[src/rtl/alu_cmd_seq_pkg.sv]
// Shared types and constants for the ALU command sequencer.
// Imported by alu_cmd_seq and alu_rsp_mux.
package alu_cmd_seq_pkg;

    typedef enum logic [1:0] {
        IDLE = 2'b00,
        EXEC = 2'b01,
        CAPT = 2'b10,
        RESP = 2'b11
    } state_t;

    localparam logic [1:0] SEL_ARITH = 2'b00;
    localparam logic [1:0] SEL_LOGIC = 2'b01;
    localparam logic [1:0] SEL_CMP   = 2'b10;
    localparam logic [1:0] SEL_SHIFT = 2'b11;

    // Opcode bits [3:2] pick which ALU unit answers the command.
    function automatic logic [1:0] unit_sel(input logic [3:0] fun);
        return fun[3:2];
    endfunction

endpackage

[src/rtl/alu_rsp_mux.sv]
// Combinational result selector: picks one ALU unit's result and flag,
// zero-extending the narrow units to the full response width.
module alu_rsp_mux
    import alu_cmd_seq_pkg::*;
#(
    parameter int OP_WIDTH = 16
) (
    input  logic [1:0]            i_sel,
    input  logic [2*OP_WIDTH-1:0] i_arith,
    input  logic [OP_WIDTH-1:0]   i_logic,
    input  logic [OP_WIDTH-1:0]   i_cmp,
    input  logic [OP_WIDTH-1:0]   i_shift,
    input  logic                  i_arith_flag,
    input  logic                  i_logic_flag,
    input  logic                  i_cmp_flag,
    input  logic                  i_shift_flag,
    output logic [2*OP_WIDTH-1:0] o_data,
    output logic                  o_flag
);

    localparam logic [OP_WIDTH-1:0] ZERO_HI = '0;

    always_comb begin
        o_data = i_arith;
        o_flag = i_arith_flag;
        case (i_sel)
            SEL_ARITH: begin
                o_data = i_arith;
                o_flag = i_arith_flag;
            end
            SEL_LOGIC: begin
                o_data = {ZERO_HI, i_logic};
                o_flag = i_logic_flag;
            end
            SEL_CMP: begin
                o_data = {ZERO_HI, i_cmp};
                o_flag = i_cmp_flag;
            end
            SEL_SHIFT: begin
                o_data = {ZERO_HI, i_shift};
                o_flag = i_shift_flag;
            end
            default: begin
                o_data = i_arith;
                o_flag = i_arith_flag;
            end
        endcase
    end

endmodule

[src/rtl/alu_cmd_seq.sv]
// ALU command sequencer: accept a command, drive the ALU, capture the selected
// unit result and hold it for a response handshake. Optional macro: ALU_CMD_SEQ_STATS_EN.
module alu_cmd_seq
    import alu_cmd_seq_pkg::*;
#(
    parameter int OP_WIDTH = 16
) (
    input  logic                  CLK,
    input  logic                  RST,
    input  logic                  CMD_VALID,
    output logic                  CMD_READY,
    input  logic [OP_WIDTH-1:0]   CMD_A,
    input  logic [OP_WIDTH-1:0]   CMD_B,
    input  logic [3:0]            CMD_FUN,
    output logic [OP_WIDTH-1:0]   ALU_A,
    output logic [OP_WIDTH-1:0]   ALU_B,
    output logic [3:0]            ALU_FUN,
    input  logic [2*OP_WIDTH-1:0] ARITH_IN,
    input  logic [OP_WIDTH-1:0]   LOGIC_IN,
    input  logic [OP_WIDTH-1:0]   CMP_IN,
    input  logic [OP_WIDTH-1:0]   SHIFT_IN,
    input  logic                  ARITH_FLAG_IN,
    input  logic                  LOGIC_FLAG_IN,
    input  logic                  CMP_FLAG_IN,
    input  logic                  SHIFT_FLAG_IN,
    output logic                  RSP_VALID,
    input  logic                  RSP_READY,
    output logic [2*OP_WIDTH-1:0] RSP_DATA,
    output logic                  RSP_FLAG,
    output logic [3:0]            RSP_FUN,
    output logic                  BUSY
`ifdef ALU_CMD_SEQ_STATS_EN
    ,
    output logic [15:0]           OP_COUNT
`endif
);

    state_t                r_state;
    state_t                w_state_next;
    logic [OP_WIDTH-1:0]   r_alu_a;
    logic [OP_WIDTH-1:0]   r_alu_b;
    logic [3:0]            r_alu_fun;
    logic [3:0]            r_rsp_fun;
    logic [2*OP_WIDTH-1:0] r_rsp_data;
    logic                  r_rsp_flag;
    logic [2*OP_WIDTH-1:0] w_mux_data;
    logic                  w_mux_flag;
    logic                  w_accept;
    logic                  w_capture;
    logic                  w_rsp_hs;

    assign w_accept  = (r_state == IDLE) && CMD_VALID;
    assign w_capture = (r_state == CAPT);
    assign w_rsp_hs  = (r_state == RESP) && RSP_READY;

    always_ff @(posedge CLK) begin
        if (RST) begin
            r_state <= IDLE;
        end else begin
            r_state <= w_state_next;
        end
    end

    always_comb begin
        w_state_next = r_state;
        case (r_state)
            IDLE:    if (CMD_VALID) w_state_next = EXEC;
            EXEC:    w_state_next = CAPT;
            CAPT:    w_state_next = RESP;
            RESP:    if (RSP_READY) w_state_next = IDLE;
            default: w_state_next = IDLE;
        endcase
    end

    // Operands are only reloaded on accept, so they stay put through EXEC and beyond.
    always_ff @(posedge CLK) begin
        if (RST) begin
            r_alu_a   <= '0;
            r_alu_b   <= '0;
            r_alu_fun <= '0;
            r_rsp_fun <= '0;
        end else if (w_accept) begin
            r_alu_a   <= CMD_A;
            r_alu_b   <= CMD_B;
            r_alu_fun <= CMD_FUN;
            r_rsp_fun <= CMD_FUN;
        end
    end

    alu_rsp_mux #(
        .OP_WIDTH (OP_WIDTH)
    ) u_rsp_mux (
        .i_sel        (unit_sel(r_alu_fun)),
        .i_arith      (ARITH_IN),
        .i_logic      (LOGIC_IN),
        .i_cmp        (CMP_IN),
        .i_shift      (SHIFT_IN),
        .i_arith_flag (ARITH_FLAG_IN),
        .i_logic_flag (LOGIC_FLAG_IN),
        .i_cmp_flag   (CMP_FLAG_IN),
        .i_shift_flag (SHIFT_FLAG_IN),
        .o_data       (w_mux_data),
        .o_flag       (w_mux_flag)
    );

    always_ff @(posedge CLK) begin
        if (RST) begin
            r_rsp_data <= '0;
            r_rsp_flag <= 1'b0;
        end else if (w_capture) begin
            r_rsp_data <= w_mux_data;
            r_rsp_flag <= w_mux_flag;
        end
    end

`ifdef ALU_CMD_SEQ_STATS_EN
    logic [15:0] r_op_count;

    always_ff @(posedge CLK) begin
        if (RST) begin
            r_op_count <= '0;
        end else if (w_rsp_hs && (r_op_count != 16'hFFFF)) begin
            r_op_count <= r_op_count + 16'd1;
        end
    end

    assign OP_COUNT = r_op_count;
`else
    logic w_unused_hs;
    assign w_unused_hs = w_rsp_hs;
`endif

    assign CMD_READY = (r_state == IDLE);
    assign BUSY      = (r_state != IDLE);
    assign RSP_VALID = (r_state == RESP);
    assign ALU_A     = r_alu_a;
    assign ALU_B     = r_alu_b;
    assign ALU_FUN   = r_alu_fun;
    assign RSP_DATA  = r_rsp_data;
    assign RSP_FLAG  = r_rsp_flag;
    assign RSP_FUN   = r_rsp_fun;

endmodule

[config.mk]
export PLATFORM = sky130hd
export DESIGN_NAME = alu_cmd_seq
export DESIGN_NICKNAME = d
export VERILOG_FILES = /design/src/rtl/alu_cmd_seq_pkg.sv /design/src/rtl/alu_rsp_mux.sv /design/src/rtl/alu_cmd_seq.sv
export SDC_FILE = /design/constraint.sdc
export NUM_CORES = 1
export LEC_CHECK = 0
export CORE_MARGIN = 3
export CORE_UTILIZATION = 33
export DETAILED_ROUTE_END_ITERATION = 16
export GPL_TIMING_DRIVEN = 0
export PLACE_DENSITY = 0.84
export SYNTH_ARGS = -nofsm -noshare
export SYNTH_HDL_FRONTEND = slang
export SYNTH_HIERARCHICAL = 1
export SYNTH_SLANG_ARGS = --single-unit
[constraint.sdc]
create_clock -name CLK -period 1.5 [get_ports CLK]
set_input_delay 0.375 -clock CLK [delete_from_list [all_inputs] [get_ports CLK]]
set_output_delay 0.375 -clock CLK [all_outputs]
set_load 0.05 [all_outputs]
==> key figures <==
Outcome
  • Status: complete, but fails checks
  • Failing checks: negative setup slack

Synthesis
  • Post-synth EDFFs: 0
  • Largest family of logic cells by synthesized area: multiplexers
  • YS warnings: 6
  • Mapped Cells: approximately 330
  • Commonest cells in the netlist: 73 x nand2_1, 71 x dfxtp_1, 36 x a21oi_1, 35 x nor2_1, 33 x mux2i_1
  • Sequential-to-total area share from yosys stat: 0.449
  • Synth Net Count: ~450
  • Synth cell types: 20
  • Top-count cell post-synth: nand2_1
  • Mux cell area share after synthesis: 0.228
  • Top cell type by total area after synthesis: dfxtp_1
  • Area contributors post-synth: dfxtp_1 45%, mux4_2 11%, mux2i_1 10%
  • Synth top area share: 0.449
  • Post-Synth XOR/XNOR Area: 0
  • Mean post-synth cell area: a little under 10 µm²
  • Asr flop ratio synth: 0
  • Synth Area in Adders: 0.0158
  • Primary flip-flop cell chosen by synthesis mapping: dfxtp_1
  • Synth Area in Compound Gates: 0.0617
  • Yosys reg bits: 71
  • Synth Cell Area: between 0.003 and 0.004 mm²
  • Simple-gate portion of the synthesized area: 0.177

Placement
  • Post-DP HPWL: between 8000 and 9000 µm
  • DP Cell Count: roughly 650
  • Pre-CTS setup slack: -0.405 ns
  • # port buffers: about 200
  • GPL Wtd Cong: approximately 0.74
  • Post-DP Area: around 0.0053 mm²

STA
  • Slew headroom: 0.651
  • Max-slew violation count: 0
  • Slew @ Worst Pin: 0.523 ns
  • Final period utilization: 1.01
  • Crit path time final: ~1.5 ns
  • Hold Violations, Final: 0
  • # setup viols final: 1
  • Clock skew: between 0.006 and 0.007 ns
  • Fmax: roughly 0.66 GHz
  • Unrepaired setup endpoints after global routing: yes
  • Worst hold slack: 0.298 ns
  • Setup slack after layout: -0.0219 ns

Clock network
  • CTS max path bufs: 2
  • Clock slew at reported path FFs: approximately 0.07 ns
  • Clock Tree Root: clkbuf_8
  • CTS H-tree depth: 3
  • Clk sink count: 71
  • Hold buffers post-CTS: 0
  • TritonCTS clock tree: built
  • Num CTS Buffers: 9
  • Clk_lat worst skew: 0.33 ns

Detailed routing
  • Routed WL: roughly 11,000 µm
  • # DRC: 0
  • Iteration-0 DRC Markers: between 80 and 90
  • ANT nets after route: 0
  • Avg Vias per Cell: roughly 4.7
  • Initial DRT Pass Iterations: 4
  • Vias: between 3,000 and 4,000
  • Avg WL per Cell: roughly 16 µm

Critical path
  • Crit-path max FO: 6
  • Worst EP required: approximately 1.7 ns
  • Critical path arrival: 1.72 ns
  • Startpoint Class: flip-flop
  • Crit path kind: flip-flop to flip-flop
  • Critical Path End Type: flip-flop

Floorplan
  • # rows: 35
  • I/O pin cnt: 200
  • Starting Density: 0.341
  • Die area: about 0.011 mm²
  • Die Height: a little over 100 µm
  • Die X: 104 µm
  • Core area: roughly 0.0093 mm²

Finish
  • Fillers: slightly below 800
  • Area grow syn2layout: 80.2%
  • Fin nets: approximately 670
  • Layout Cells excl Fill: a little under 700
  • Layout cells sized above 1: 0.279
  • Antenna diodes: 0
  • Design area: about 0.0057 mm²

Global routing
  • Antenna violations before repair: 0
  • GR Layer Usage met3: 0.0708
  • Busiest grt layer: met2
  • Vias in the first global route: about 3,400
  • Grt met2 use: 0.358
  • Total global-route track usage: 0.198
  • Met1 usage: 0.218
  • First-pass GRT wire length: roughly 18,000 µm
  • Largest net degree at the start of global routing: 13
  • Grt ovf: 0

Worst hold path
  • Hold WC Path Type: input port to flip-flop

Power
  • Maximum vdd ir drop: ~1.0 mV
  • Pwr Density: about 1500 mW/mm²
  • Leakage: between 2 and 2.5 nW

Run
  • Number of max-cap violations: 0
-- report_power, final --
group	switching (mW)	total [mW]	internal (mW)	leakage, nW
sequential	0.220	2.51	2.29	0.582
clock	0.706	1.29	0.584	0.0809
combinational	2.91	4.86	1.95	1.43
-- registers in the layout, summed over array words and instances, names as in the netlist --
signal,count
ALU_A,16
ALU_B,16
RSP_DATA,32
RSP_FLAG,1
RSP_FUN,4
r_state,2
-- layout by cell type (no fill, tap or decap), types with 3 or more instances in the layout --
cell type / instances
clkdlybuf4s50_1: 122
nand2_1: 72
dfxtp_1: 67
clkdlybuf4s15_2: 67
a21oi_1: 36
nor2_1: 35
mux2i_1: 33
buf_4: 18
mux4_2: 17
nor3b_1: 16
clkbuf_8: 9
buf_2: 8
buf_6: 7
clkbuf_1: 7
dfxtp_4: 3
clkinv_2: 3
buf_8: 3
-- path summary, 6_finish.rpt --
path	start	to	slack (ns)	depth (start not counted)
max	RSP_FUN[2]	RSP_DATA[5]	-0.02	5
min	RST	r_state[0]	0.30	2
max reg2reg	RSP_FUN[2]	RSP_DATA[5]	-0.02	5
min reg2reg	ALU_A[6]	ALU_A[6]	0.46	2
-- cells by family (layout without fill, tap and decap cells) --
| group | after synthesis | after routing |
|---|---|---|
| compound gates | 38 | 38 |
| simple gates | 129 | 129 |
| fa+ha+maj | 4 | 4 |
| flops | 71 | 71 |
| buf+inv | 34 | 256 |
| mux | 50 | 50 |
-- layer usage --
metal,vias to the layer above,routed length (µm)
li1,1543,-
met2,133,5690
met4,0,145
met3,15,945
met5,-,0
met1,1521,4100
-- critical path, cell delays in order (launching register included) --
cell and delay [ns]:
dfxtp_4 0.37, buf_8 0.14, buf_4 0.13, mux4_2 0.50, mux2i_1 0.17, nor2_1 0.07
-- through the flow --
step / setup TNS, ns / util / power (mW)
CTS: -0.0517 / 0.606 / 8.52
detailed placement: -8.81 / 0.573 / 7.18
floorplan: -0.254 / - / 5.62
finish: -0.0219 / 0.614 / 8.66
global placement: -6.69 / 0.573 / 7.06
global route: -0.738 / 0.614 / 9.14
-- timing repair --
action,CTS,global route
endpoints found under the hold margin,0,0
setup buffers,5,3
endpoints found under the setup margin,108,51
resized for setup,264,21
pin swaps,1,1
cloned,1,0
-- layout make-up --
cell class	count	area, µm²	share of cell area
buffer	31	240	0.0421
inverter	3	16.3	0.00285
clock buffer	9	124	0.0217
multi-input combinational	221	1560	0.273
tap	129	161	0.0283
clock inverter	6	38.8	0.00680
sequential	71	1430	0.251
timing repair buffer	207	2130	0.374
No activity file was read; power rests on OpenSTA's default activity.
